--- src/rtl/htif_tohost_port.sv ---
// Core-side tohost/fromhost endpoint: snoops data-memory requests, raises the
// one-cycle tohost notification, then stalls for a host reply or halts on an exit code.
module htif_tohost_port #(
    parameter int unsigned     AW            = 32,
    parameter int unsigned     DW            = 64,
    parameter logic [AW-1:0]   TOHOST_ADDR   = AW'(32'h0000_1000),
    parameter logic [AW-1:0]   FROMHOST_ADDR = AW'(32'h0000_1040)
) (
    input  logic          CLK,
    input  logic          RSTn,
    input  logic          req_valid,
    output logic          req_ready,
    input  logic          req_we,
    input  logic [AW-1:0] req_addr,
    input  logic [DW-1:0] req_wdata,
    output logic          rsp_valid,
    output logic [DW-1:0] rsp_rdata,
    output logic          tohost_we,
    output logic [31:0]   tohost,
    input  logic          fromhost_we,
    input  logic [31:0]   fromhost,
    output logic          halted
);

    typedef enum logic [1:0] {
        IDLE   = 2'd0,
        NOTIFY = 2'd1,
        WAIT   = 2'd2,
        HALT   = 2'd3
    } state_e;

    state_e          state_q, state_d;
    logic [31:0]     tohost_q, tohost_d;
    logic [31:0]     fromhost_q, fromhost_d;
    logic            rsp_valid_q, rsp_valid_d;
    logic [DW-1:0]   rsp_rdata_q, rsp_rdata_d;

    logic            accept;
    logic            hit_tohost;
    logic            hit_fromhost;

    // Doubleword granularity: byte offset bits and the upper data word play no part.
    logic            unused_bits;
    assign unused_bits = ^{req_addr[2:0], req_wdata[DW-1:32]};

    assign req_ready    = (state_q == IDLE);
    assign accept       = req_valid && req_ready;
    assign hit_tohost   = (req_addr[AW-1:3] == TOHOST_ADDR[AW-1:3]);
    assign hit_fromhost = (req_addr[AW-1:3] == FROMHOST_ADDR[AW-1:3]);

    // NOTE: every variable gets a default first so no path leaves it unassigned (no latches).
    always_comb begin
        state_d     = state_q;
        tohost_d    = tohost_q;
        fromhost_d  = fromhost_q;
        rsp_valid_d = accept;
        rsp_rdata_d = '0;

        if (accept) begin
            if (req_we) begin
                if (hit_tohost) begin
                    tohost_d = req_wdata[31:0];
                    if (req_wdata[31:0] != 32'd0) begin
                        state_d = NOTIFY;
                    end
                end else if (hit_fromhost) begin
                    fromhost_d = req_wdata[31:0];
                end
            end else if (hit_tohost) begin
                rsp_rdata_d = {{(DW-32){1'b0}}, tohost_q};
            end else if (hit_fromhost) begin
                rsp_rdata_d = {{(DW-32){1'b0}}, fromhost_q};
            end
        end

        // Placed after the core store so a simultaneous host reply wins.
        if (fromhost_we && (state_q != HALT)) begin
            fromhost_d = fromhost;
        end

        unique case (state_q)
            NOTIFY:  state_d = tohost_q[0] ? HALT : WAIT;
            WAIT:    if (fromhost_we) state_d = IDLE;
            default: ;
        endcase
    end

    // NOTE: sequential state uses non-blocking assignments only.
    always_ff @(posedge CLK or negedge RSTn) begin
        if (!RSTn) begin
            state_q     <= IDLE;
            tohost_q    <= '0;
            fromhost_q  <= '0;
            rsp_valid_q <= 1'b0;
            rsp_rdata_q <= '0;
        end else begin
            state_q     <= state_d;
            tohost_q    <= tohost_d;
            fromhost_q  <= fromhost_d;
            rsp_valid_q <= rsp_valid_d;
            rsp_rdata_q <= rsp_rdata_d;
        end
    end

    assign rsp_valid = rsp_valid_q;
    assign rsp_rdata = rsp_rdata_q;
    assign tohost_we = (state_q == NOTIFY);
    assign tohost    = tohost_q;
    assign halted    = (state_q == HALT);

endmodule

--- config.mk ---
export PLATFORM = sky130hd
export DESIGN_NAME = htif_tohost_port
export DESIGN_NICKNAME = d
export VERILOG_FILES = /design/src/rtl/htif_tohost_port.sv
export SDC_FILE = /design/constraint.sdc
export NUM_CORES = 1
export LEC_CHECK = 0
export ABC_AREA = 1
export ABC_CLOCK_PERIOD_IN_PS = 2600
export CORE_MARGIN = 3
export CORE_UTILIZATION = 35
export CTS_BUF_LIST = sky130_fd_sc_hd__clkbuf_8
export DETAILED_ROUTE_END_ITERATION = 8
export PLACE_DENSITY_LB_ADDON = 0.15
export RECOVER_POWER = 100
export SETUP_SLACK_MARGIN = 0.2
export SYNTH_ARGS = -nofsm -noshare
export SYNTH_HDL_FRONTEND = slang
export SYNTH_SLANG_ARGS = --single-unit
--- constraint.sdc ---
create_clock -name CLK -period 2.6 [get_ports CLK]
set_clock_uncertainty 0.1 [all_clocks]
set_input_delay 0.78 -clock CLK [delete_from_list [all_inputs] [get_ports CLK]]
set_output_delay 0.78 -clock CLK [all_outputs]
set_load 0.05 [all_outputs]
==> qor.txt <==
Commonest non-fill, non-tap cells in the layout -> sky130_fd_sc_hd__nand2_1 (160), sky130_fd_sc_hd__dfrtp_1 (99), sky130_fd_sc_hd__clkdlybuf4s50_1 (94), sky130_fd_sc_hd__nor2_1 (69), sky130_fd_sc_hd__nand3_1 (67)
Endpoint class of the critical path -> output pin
Die outline height -> 126.5 um
Setup TNS -> 0 ps
Register area share after synthesis -> 48.74%
Launch point of the worst reg-to-reg path -> state_q[0]
P&R area growth vs syn -> 34.00%
Setup slack after placement -> 13.76 ps
Synth Flop Type -> sky130_fd_sc_hd__dfrtp_1
Fill cell instance count of the final layout -> 1456
# clock sinks -> 99
Register-to-register setup slack -> 760 ps
Hold WC Path Type -> register to register
Endpoints failing hold -> 0
Power Internal -> 2.202 mW
Initial antenna violation count -> 0
Post-detailed-route DRC marker count -> 0
Routed vias -> 4391
Final setup vio count -> 0
Synth async-reset ratio -> 100.0%
Clk Latency, worst-skew pair -> 370 ps
Max-capacitance violation count -> 1
Deepest clock path buffer count -> 2
Maximum level of the CTS H-tree -> 3
Most common library cell in the layout ignoring fill and taps -> sky130_fd_sc_hd__nand2_1
Transition at the pin with the smallest max-transition slack -> 1563 ps
Total congestion overflow after global routing -> 0
Ratio of total power to cell area -> 434.1 mW/mm^2
Leakage component of the power -> 3.521 nW
Switching power of the nets -> 0.7541 mW
Run status -> complete, but fails checks
Hpwl dp -> 10200 um
Endpoint arrival time on the critical path -> 1460 ps
Maximum clock frequency -> 428.1 MHz
Gate power share -> 12.6%
ANT cells -> 0
Power after layout -> 2.957 mW
Final critical-path setup slack -> 264.0 ps
Post-synthesis instance total -> 615
Full die area -> 0.01600 mm^2
Initial DRC count -> 290
Count of pins over their slew limit -> 28
Layout cell share with drive strength beyond 1 -> 5.648%
Root buf cell -> sky130_fd_sc_hd__clkbuf_8
Net switching fraction of the power -> 25.50%
Routed WL per cell -> 14.16 um
Post-layout nets -> 911
Synth Register Bits -> 99
Synth Area per Inst -> 8.264 um^2
Violated checks -> capacitance limit, slew limit
Classification of the worst setup path -> register to output pin
Last weighted congestion value of the routability-driven placer -> 0.7512
Avg Vias per Cell -> 4.579
Power share of the sequential group -> 53.7%
Ordered list of cells on the worst path -> ha_1 > clkbuf_1
Clk slew on worst S/H paths -> 90 ps
CTS Buf Count -> 9
Pin count of the biggest net entering global routing -> 56
Total Routing Usage GR -> 17.27%
Number of enable-type register cells in the synthesized netlist -> 0
CTS tree -> done
Largest driver fanout on the critical path -> 4
Number of global-route vias before repair -> 4528
Die width -> 126.5 um
Post-route minimum period -> 2336 ps
Launching element type of the critical path -> register
Count of nets left with antenna violations after detail routing -> 0
RSZ-0062 raised after global routing -> false
Stage delay of the slowest cell on the critical path -> 490 ps
Port Buffer Count -> 165
Count of unique library cells instantiated by Yosys -> 26
First-pass iteration count of the detailed router -> 4
Number of standard cells in the layout, taps in and fillers out -> 959
Required time of the worst setup path -> 1720 ps
Top Ports -> 233
Worst-case headroom to the max-slew limit -> -4.196%
Startpoint of the worst setup timing path -> state_q[1]
Placeable Area -> 0.01404 mm^2
Hold path start -> tohost[3]
Number of cells after detailed placement -> 943
Total of warnings raised by yosys -> 0
Final period util -> 89.85%
Post-CTS setup repair buffer count -> 0
CP max-delay cell -> sky130_fd_sc_hd__clkbuf_1
Post-Syn Area -> 0.005082 mm^2
First-pass GRT wire length -> 22540 um
Number of cell rows -> 43
Clock power share -> 33.6%
Post-Route WL -> 13580 um
Initial core utilization -> 36.19%
Maximum vdd ir drop -> 0.2001 mV
-- registers in the layout, indices dropped and copies added (netlist names) --
signal / cells
state_q: 2
tohost: 32
rsp_valid: 1
rsp_rdata: 32
fromhost_q: 32
-- kinds of logic after synthesis --
logic type,count (synthesis),share of synthesized area [%]
other cells,1,0.07378
compound gates,96,11.79
flops,99,48.74
buf+inv,108,12.43
simple gates,306,25.75
fa+ha+maj,4,0.9848
mux,1,0.2215
-- critical path, delay by kind of cell (launching register included) --
family / cells / cell delay, ps
flops: 1 / 420
buf+inv: 1 / 490
fa+ha+maj: 1 / 200
-- through the flow --
stage / hold WS [ps] / utilization (%) / instance area, um^2
6_report: 415.3 / 48.50 / 6810
5_1_grt: 440.2 / 48.50 / 6810
4_1_cts: 210.2 / 49.66 / 6973
3_5_place_dp: 394.2 / 48.84 / 6858
3_3_place_gp: 386.9 / 48.84 / 6858
2_1_floorplan: 375.9 / - / 5199
-- cell usage after synthesis, types with 2 or more instances --
cell type / number / area, um^2
sky130_fd_sc_hd__nand2_1: 158 / 593.1
sky130_fd_sc_hd__dfrtp_1: 99 / 2477
sky130_fd_sc_hd__nor2_1: 68 / 255.2
sky130_fd_sc_hd__nand3_1: 67 / 335.3
sky130_fd_sc_hd__a21oi_1: 64 / 320.3
sky130_fd_sc_hd__inv_1: 41 / 153.9
sky130_fd_sc_hd__buf_4: 38 / 285.3
sky130_fd_sc_hd__o21ai_2: 31 / 271.5
sky130_fd_sc_hd__buf_6: 10 / 112.6
sky130_fd_sc_hd__clkbuf_1: 9 / 33.78
sky130_fd_sc_hd__buf_2: 7 / 35.03
sky130_fd_sc_hd__ha_1: 4 / 50.05
sky130_fd_sc_hd__buf_1: 3 / 11.26
sky130_fd_sc_hd__nand2_2: 2 / 12.51
sky130_fd_sc_hd__nand2_4: 2 / 22.52
sky130_fd_sc_hd__nand4_1: 2 / 12.51
-- metal layers --
metal / vias to the layer above / routed length (um) / GRT usage [%]
li1: 2211 / - / -
met1: 2025 / 5808 / 22.28
met2: 143 / 6725 / 29.61
met3: 12 / 873 / 3.074
met4: 0 / 172 / 5.300
met5: - / 0 / 0
-- power groups by stage --
stage               Sequential (mW)  Clock (mW)  Combinational, mW
global placement               1.62           0              0.380
detailed placement             1.62           0              0.383
CTS                            1.59        1.03              0.385
floorplan                      1.62           0              0.218
finish                         1.59       0.994              0.374
global route                   1.59        1.09              0.410
-- repair_timing --
| action | CTS | global route |
|---|---|---|
| endpoints found under the setup margin | 64 | 1 |
| hold buffers | 0 | 0 |
| resized for setup | 64 | 1 |
-- cell type report --
type / instances / area, um^2 / share of cell area, %
Clock buffer: 10 / 137.6 / 2.021
Timing Repair Buffer: 184 / 1785 / 26.22
Inverter: 41 / 153.9 / 2.260
Clock inverter: 6 / 57.56 / 0.8451
Tap cell: 180 / 225.2 / 3.307
Multi-Input combinational cell: 439 / 1973 / 28.97
Sequential cell: 99 / 2477 / 36.38
-- path summary, 6_finish.rpt --
| kind | end | cells after the start |
|---|---|---|
| min | tohost[3] | 2 |
| max reg2reg | fromhost_q[8] | 10 |
| max in group asynchronous | tohost[6] | 2 |
| max | halted | 2 |
| min in group asynchronous | rsp_rdata[7] | 1 |
| min reg2reg | tohost[3] | 2 |
Power figures use the tool's default switching activity.
